<file path="src/rtl/pwm_pkg.sv">
// Shared definitions for the PWM receive path: capture FSM states and default sizing.
package pwm_pkg;

    localparam int R_SIZE_DEF      = 8;
    localparam int SYNC_STAGES_DEF = 2;

    typedef enum logic [1:0] {
        IDLE = 2'd0,
        HIGH = 2'd1,
        LOW  = 2'd2
    } state_t;

endpackage

</file>
<file path="src/rtl/pwm_sync_edge.sv">
// Synchronizes an asynchronous single-bit input and flags its rising/falling edges.
// Reusable for any slow asynchronous level signal; STAGES must be at least 2.
module pwm_sync_edge #(
    parameter int STAGES = 2
) (
    input  logic clk,
    input  logic rst,
    input  logic din,
    output logic rise,
    output logic fall
);

    logic [STAGES-1:0] chain;
    logic              s_d;

    always_ff @(posedge clk or posedge rst) begin
        if (rst) begin
            chain <= '0;
            s_d   <= 1'b0;
        end else begin
            chain <= {chain[STAGES-2:0], din};
            s_d   <= chain[STAGES-1];
        end
    end

    assign rise = chain[STAGES-1] & ~s_d;
    assign fall = ~chain[STAGES-1] & s_d;

endmodule

</file>
<file path="src/rtl/pwm_capture.sv">
// Measures high time and period of an incoming PWM signal, one report per rise-to-rise interval.
// Optional stuck-line detection is enabled by defining PWM_CAPTURE_TIMEOUT_EN.
module pwm_capture
    import pwm_pkg::*;
#(
    parameter int R_SIZE      = R_SIZE_DEF,
    parameter int SYNC_STAGES = SYNC_STAGES_DEF
) (
    input  logic              clk,
    input  logic              rst,
    input  logic              pwm_in,
    output logic [R_SIZE-1:0] high_cnt,
    output logic [R_SIZE-1:0] period,
    output logic              valid,
    output logic              ovf,
    output logic              timeout
);

    localparam logic [R_SIZE-1:0] CNT_MAX  = '1;
    localparam logic [R_SIZE-1:0] CNT_NEAR = CNT_MAX - R_SIZE'(1);

    logic              rise;
    logic              fall;
    logic [R_SIZE-1:0] cnt;
    logic [R_SIZE-1:0] hi_latch;
    logic              sat;
    logic              load_hi;
    logic              report;
    state_t            state;
    state_t            next_state;

    pwm_sync_edge #(
        .STAGES(SYNC_STAGES)
    ) u_sync (
        .clk (clk),
        .rst (rst),
        .din (pwm_in),
        .rise(rise),
        .fall(fall)
    );

    // Free-running cycle counter restarted by every rise; it parks at all-ones so long gaps read as saturated.
    always_ff @(posedge clk or posedge rst) begin
        if (rst) begin
            cnt <= '0;
            sat <= 1'b0;
        end else if (rise) begin
            cnt <= R_SIZE'(1);
            sat <= 1'b0;
        end else if (cnt != CNT_MAX) begin
            cnt <= cnt + R_SIZE'(1);
            if (cnt == CNT_NEAR) begin
                sat <= 1'b1;
            end
        end
    end

`ifdef PWM_CAPTURE_TIMEOUT_EN
    logic sat_set;
    logic tmo;
    logic tmo_stuck_high;
    logic timeout_q;

    assign sat_set = ~rise & (cnt == CNT_NEAR);
`endif

    always_comb begin
        next_state = state;
        load_hi    = 1'b0;
        report     = 1'b0;
`ifdef PWM_CAPTURE_TIMEOUT_EN
        tmo            = 1'b0;
        tmo_stuck_high = 1'b0;
`endif
        case (state)
            IDLE: if (rise) next_state = HIGH;
            HIGH: if (fall) begin
                load_hi    = 1'b1;
                next_state = LOW;
            end
            LOW: if (rise) begin
                report     = 1'b1;
                next_state = HIGH;
            end
            default: next_state = IDLE;
        endcase
`ifdef PWM_CAPTURE_TIMEOUT_EN
        // Judge the stuck level by where the FSM is heading, so a fall on the same cycle counts as stuck low.
        if (sat_set && next_state != IDLE) begin
            tmo            = 1'b1;
            tmo_stuck_high = (next_state == HIGH);
            report         = 1'b0;
            next_state     = IDLE;
        end
`endif
    end

    always_ff @(posedge clk or posedge rst) begin
        if (rst) begin
            state    <= IDLE;
            hi_latch <= '0;
        end else begin
            state <= next_state;
            if (load_hi) begin
                hi_latch <= cnt;
            end
        end
    end

    always_ff @(posedge clk or posedge rst) begin
        if (rst) begin
            high_cnt <= '0;
            period   <= '0;
            ovf      <= 1'b0;
            valid    <= 1'b0;
`ifdef PWM_CAPTURE_TIMEOUT_EN
            timeout_q <= 1'b0;
`endif
        end else begin
            valid <= 1'b0;
`ifdef PWM_CAPTURE_TIMEOUT_EN
            timeout_q <= 1'b0;
            if (tmo) begin
                high_cnt  <= tmo_stuck_high ? CNT_MAX : '0;
                period    <= CNT_MAX;
                ovf       <= 1'b1;
                valid     <= 1'b1;
                timeout_q <= 1'b1;
            end
`endif
            if (report) begin
                high_cnt <= hi_latch;
                period   <= cnt;
                ovf      <= sat;
                valid    <= 1'b1;
            end
        end
    end

`ifdef PWM_CAPTURE_TIMEOUT_EN
    assign timeout = timeout_q;
`else
    assign timeout = 1'b0;
`endif

endmodule

</file>
<file path="config.mk">
export PLATFORM = sky130hd
export DESIGN_NAME = pwm_capture
export DESIGN_NICKNAME = d
export VERILOG_FILES = /design/src/rtl/pwm_pkg.sv /design/src/rtl/pwm_sync_edge.sv /design/src/rtl/pwm_capture.sv
export SDC_FILE = /design/constraint.sdc
export NUM_CORES = 1
export LEC_CHECK = 0
export ABC_AREA = 0
export BUFFER_PORTS_ARGS = -buffer_cell sky130_fd_sc_hd__buf_2
export CORE_MARGIN = 3
export CORE_UTILIZATION = 60
export CTS_CLUSTER_SIZE = 25
export DETAILED_ROUTE_END_ITERATION = 8
export GPL_ROUTABILITY_DRIVEN = 0
export GPL_TIMING_DRIVEN = 1
export HOLD_SLACK_MARGIN = 0.03
export PLACE_DENSITY = 0.91
export SETUP_SLACK_MARGIN = 0.05
export SYNTH_ARGS = -nofsm -noshare
export SYNTH_HDL_FRONTEND = slang
export SYNTH_SLANG_ARGS = --single-unit
</file>
<file path="constraint.sdc">
create_clock -name clk -period 4.75 [get_ports clk]
set_input_delay 0.475 -clock clk [delete_from_list [all_inputs] [get_ports clk]]
set_output_delay 0.475 -clock clk [all_outputs]
set_load 0.1 [all_outputs]
</file>
Word-level counts from Yosys, hierarchy flattened

Index checks and enable logic that the tools add are counted.

Register bits after elaboration: 40
Input port bits: 3
Output and inout port bits: 19

$add $sub $neg: 1
Multiplexer cells: 13
Bitwise gates (word level): 4
Equal/unequal tests: 6
Reductions and logical operators: 6

Operators with widths:

| operator                                               | count |
|---|---|
| 2-to-1 mux 8 bit                                       | 2 |
| adder 8 x 1 -> 8 bit (second input constant)           | 1 |
| equality test 8 bit (second input constant)            | 1 |
| 2-to-1 mux 1 bit                                       | 8 |
| inequality test 8 bit (second input constant)          | 1 |
| 2-to-1 mux 2 bit                                       | 2 |
| case mux 2 bit (2 select lines)                        | 1 |
| AND reduction 2 bit                                    | 2 |
| nonzero test 2 bit                                     | 2 |
| AND 1 bit                                              | 2 |
| equality test 2 x 1 -> 1 bit (second input constant)   | 1 |
| equality test 2 bit (second input constant)            | 1 |
| zero test 2 bit                                        | 1 |
| inequality test 2 x 1 -> 1 bit (second input constant) | 1 |
| inequality test 2 bit (second input constant)          | 1 |
| inverter 1 bit                                         | 2 |
| OR reduction 2 bit                                     | 1 |

Depth between registers and ports, before layout

Depth in word-level cells: 5
Depth in mapped cells: 5

Hierarchy

A second synthesis with hierarchy kept.

Cells, all modules: 131
Area, all modules: 1660.3 µm²

Modules (own cells, without submodules):

| module        | sequential area each (µm²) | cells an instance | instances | area an instance (µm²) |
|---|---|---|---|---|
| pwm_capture   | 925.9                      | 125               | 1         | 1566.5 |
| pwm_sync_edge | 75.1                       | 6                 | 1         | 93.8 |

Worst setup path after synthesis

No wires, ideal clock.

Path type: register to register
From: reg cnt[0]
To: reg cnt[5]
Setup slack: 3.218 ns
Arrival time: 1.453 ns
Library setup time: 0.079 ns
Data required time: 4.671 ns
Cell stages (with the launch flop): 6
Period minus slack after synthesis: 1.532 ns
Path through: dfrtp_1 -> ha_1 -> and4_1 -> buf_2 -> a211oi_1 -> mux2i_1

Word-level cells in the longest chain between the ends: 3
Elaborated cells between the ends (all ways): 5
Classes of those cells: 1 x add/sub; 1 x eq/ne; 2 x mux; 1 x reduce/logical

Ends and longest elaborated chain:

| item                   | RTL line          | text |
|---|---|---|
| start, declared        | pwm_capture.sv:24 | `logic [R_SIZE-1:0] cnt;` |
| start signal, assigned | pwm_capture.sv:51 | `cnt <= cnt + R_SIZE'(1);` |
| adder 8 x 1 -> 8 bit   | pwm_capture.sv:51 |  |
| 2-to-1 mux 8 bit       | pwm_capture.sv:50 | `end else if (cnt != CNT_MAX) begin` |
| 2-to-1 mux 8 bit       | pwm_capture.sv:47 | `end else if (rise) begin` |

Several ways; a longest one is shown, not always the timed one. The select of a mux whose other input is x is not followed.
A chain may end at the register's enable or synchronous reset.

Worst setup path in the final report

From: reg u_sync.s_d
To: reg period[0]

Word-level cells in the longest chain between the ends: 4

Ends and longest elaborated chain:

| item                   | RTL line            | text |
|---|---|---|
| start, declared        | pwm_sync_edge.sv:14 | `logic s_d;` |
| start signal, assigned | pwm_sync_edge.sv:22 | `s_d <= chain[STAGES-1];` |
| inverter 1 bit         | pwm_sync_edge.sv:26 | `assign rise = chain[STAGES-1] & ~s_d;` |
| AND 1 bit              | pwm_sync_edge.sv:26 |  |
| 2-to-1 mux 1 bit       | pwm_capture.sv:81   | `LOW: if (rise) begin` |
| 2-to-1 mux 1 bit       | pwm_capture.sv:75   | `case (state)` |
| end signal, assigned   | pwm_capture.sv:133  | `period <= cnt;` |
| end, declared          | pwm_capture.sv:13   | `output logic [R_SIZE-1:0] period,` |

No other way between the ends.

==> results.toml <==
[clock_network]
htree_num_levels = 2
hold_buffers = 0
root_buffer = "clkbuf_4"
cts_buffers = 5
clkTransAtPathRegs_ps = 120
cts_resized = 0
cts_setup_buffers = 0
clk_latency_ps = 350
cts_tree = "yes"
clockBufferDepth = 2
cts.sinks = 40

[worst_hold_path]
hp-class = "primary input to asynchronous set/reset pin"

[power_and_ir_drop]
powerDensity_mw_per_mm2 = 595
p_leak_nw = 0.913
total_power_mw = 1.09
vdd_drop_max_mv = 0.830

[floorplanning]
chipWidth_um = 59.0
die_y_um = 59.0
die_area_mm2 = 0.00348
io-pin-count = 22
row_count = 18
start_util = 0.655
coreArea_mm2 = 0.00257

[synthesis]
yosys.area.top_type = "dfrtp_1"
postSynthAreaPerCell_um2 = 13.8
ys_types = 31
synth-edff-count = 0
seq_area_frac_synth = 0.595
synth_top_area_frac = 0.595
async_flop_share = 1.00
synthTopCellsByArea = "dfrtp_1 59%, mux2_2 16%, buf_6 2.0%"
synth_nets = 127
synthCells = 122
syn_area_mm2 = 0.00168
ys_warn_count = 0
synthFlopType = "dfrtp_1"
ys_ff_latch = 40

[setup_path]
cp_max_fo = 18
r2r_end = "period[0]"
cp-start-kind = "flop"
cp.arrival_ps = 2080
r2r_start = "u_sync.s_d"
r2r_setup_slack_ps = 2910
setup.worst_path.end_class = "flop"
setup.worst_path.class = "flop to flop"
reg2regPathDepth = 3
crit_required_ps = 4990

[timing]
hold_ws_ps = 220
final_max_slew_viol_count = 0
finalSetupViolations = 0
rsz0062_at_grt = "false"
hold_viol = 0
worst_pin_slew_ps = 514
fmax_mhz = 542
fin_skew_ps = 9.10
min_period_ps = 1840
fin_crit_sh = 0.388
slew_headroom = 0.657
timing.setup.tns_ps = 0

[global_routing]
antenna_found_initial = 0
grt_max_degree = 41
grtUsageTotal = 0.200
overflow = 0
grt_pass1_wl_um = 5050
first_global_vias = 1069

[routing]
drt_pre_antenna_iters = 5
totalWireLength_um = 3100
antenna_left = 0
drc = 0
num_vias = 1051
routedWlPerCell_um = 17.9
first_iter_violations = 31
via_per_inst = 6.08

[layout]
area_growth_pct = 8.48
drive_gt1_frac = 0.399
n_antenna_cell = 0
final_nets = 147

[place]
dp_hpwl_um = 2040
numPortBuffers = 20

[run]
cap_violations = 0

[run_status]
status = "completed"
==> stage by stage <==
| step | instance area [um2] | utilization | setup slack [ps] | instances |
|---|---|---|---|---|
| 6_report | 1830 | 0.711 | 2910 | 173 |
| 3_3_place_gp | 1760 | 0.687 | 3050 | 165 |
| 3_5_place_dp | 1760 | 0.687 | 2960 | 165 |
| 2_1_floorplan | 1680 | - | 3220 | 122 |
| 5_1_grt | 1830 | 0.711 | 2770 | 173 |
| 4_1_cts | 1830 | 0.711 | 2930 | 173 |
==> critical path: stages, from the launching register on <==
cell and delay [ps]:
dfrtp_1 420, nand2b_1 370, nor2_4 530, mux2_2 400
==> worst max-delay path by stage <==
stage | start | end
floorplan | cnt[0] | cnt[5]
finish | u_sync.s_d | period[0]
global placement | u_sync.s_d | high_cnt[0]
CTS | u_sync.s_d | period[0]
global route | u_sync.s_d | period[1]
detailed placement | u_sync.s_d | period[1]
==> state kept, by name (all words and copies together) (netlist names) <==
register,cells
cnt,8
hi_latch,8
high_cnt,8
period,8
state,2
u_sync.chain,2
ovf,1
sat,1
u_sync.s_d,1
valid,1
==> cell usage after synthesis (3+ instances only) <==
cell,n
nand2b_1,4
a211oi_1,3
buf_6,3
mux2_2,24
a31oi_1,3
a21oi_1,3
buf_2,3
nand3_1,3
nand2_1,4
o21ai_0,4
dfrtp_1,40
==> final cells by class <==
| cell class | count | area, um2 |
|---|---|---|
| clock buffers | 6 | 51.3 |
| clock inverters | 2 | 10.0 |
| flip-flops and latches | 40 | 1000 |
| inverters | 2 | 7.51 |
| well taps | 30 | 37.5 |
| multi-input cells | 72 | 611 |
| repair buffers | 21 | 108 |
| fillers | 180 | 742 |
==> logic make-up after synthesis <==
kind of cell | after synthesis | synth area share
adders and majority gates | 2 | 0.0149
and+or+nand+nor | 25 | 0.103
other | 1 | 0.00223
DFF | 40 | 0.595
AOI/OAI and AO/OA | 17 | 0.0639
buffers and inverters | 10 | 0.0424
muxes | 27 | 0.179
==> report_power, final <==
group          switching [mW]  internal [mW]
sequential             0.0695          0.413
clock                   0.108         0.0705
combinational           0.329         0.0948
==> cell usage in the layout, fill, tap and decap left out, drive strengths merged, types with 2 or more instances in the layout <==
master | synthesis | final
nand2b | 5 | 5
nor3 | 2 | 2
a21oi | 3 | 3
buf | 8 | 21
mux2i | 2 | 2
and3 | 2 | 2
a31oi | 3 | 3
a211oi | 3 | 3
ha | 2 | 2
o21ai | 4 | 4
nor2b | 2 | 2
nand2 | 4 | 4
clkinv | 0 | 2
inv | 2 | 2
mux2 | 25 | 25
nand3 | 3 | 3
clkbuf | 0 | 6
dfrtp | 40 | 40
nand4 | 2 | 2
==> routing by layer <==
metal  GRT usage  up-vias  wire (um)
li1            -      475          -
met1       0.251      525       1270
met2       0.331       37       1610
met3      0.0482       14        148
met4      0.0841        0         81
met5           0        -          0
Note: power is estimated with default switching activity, not from simulation.
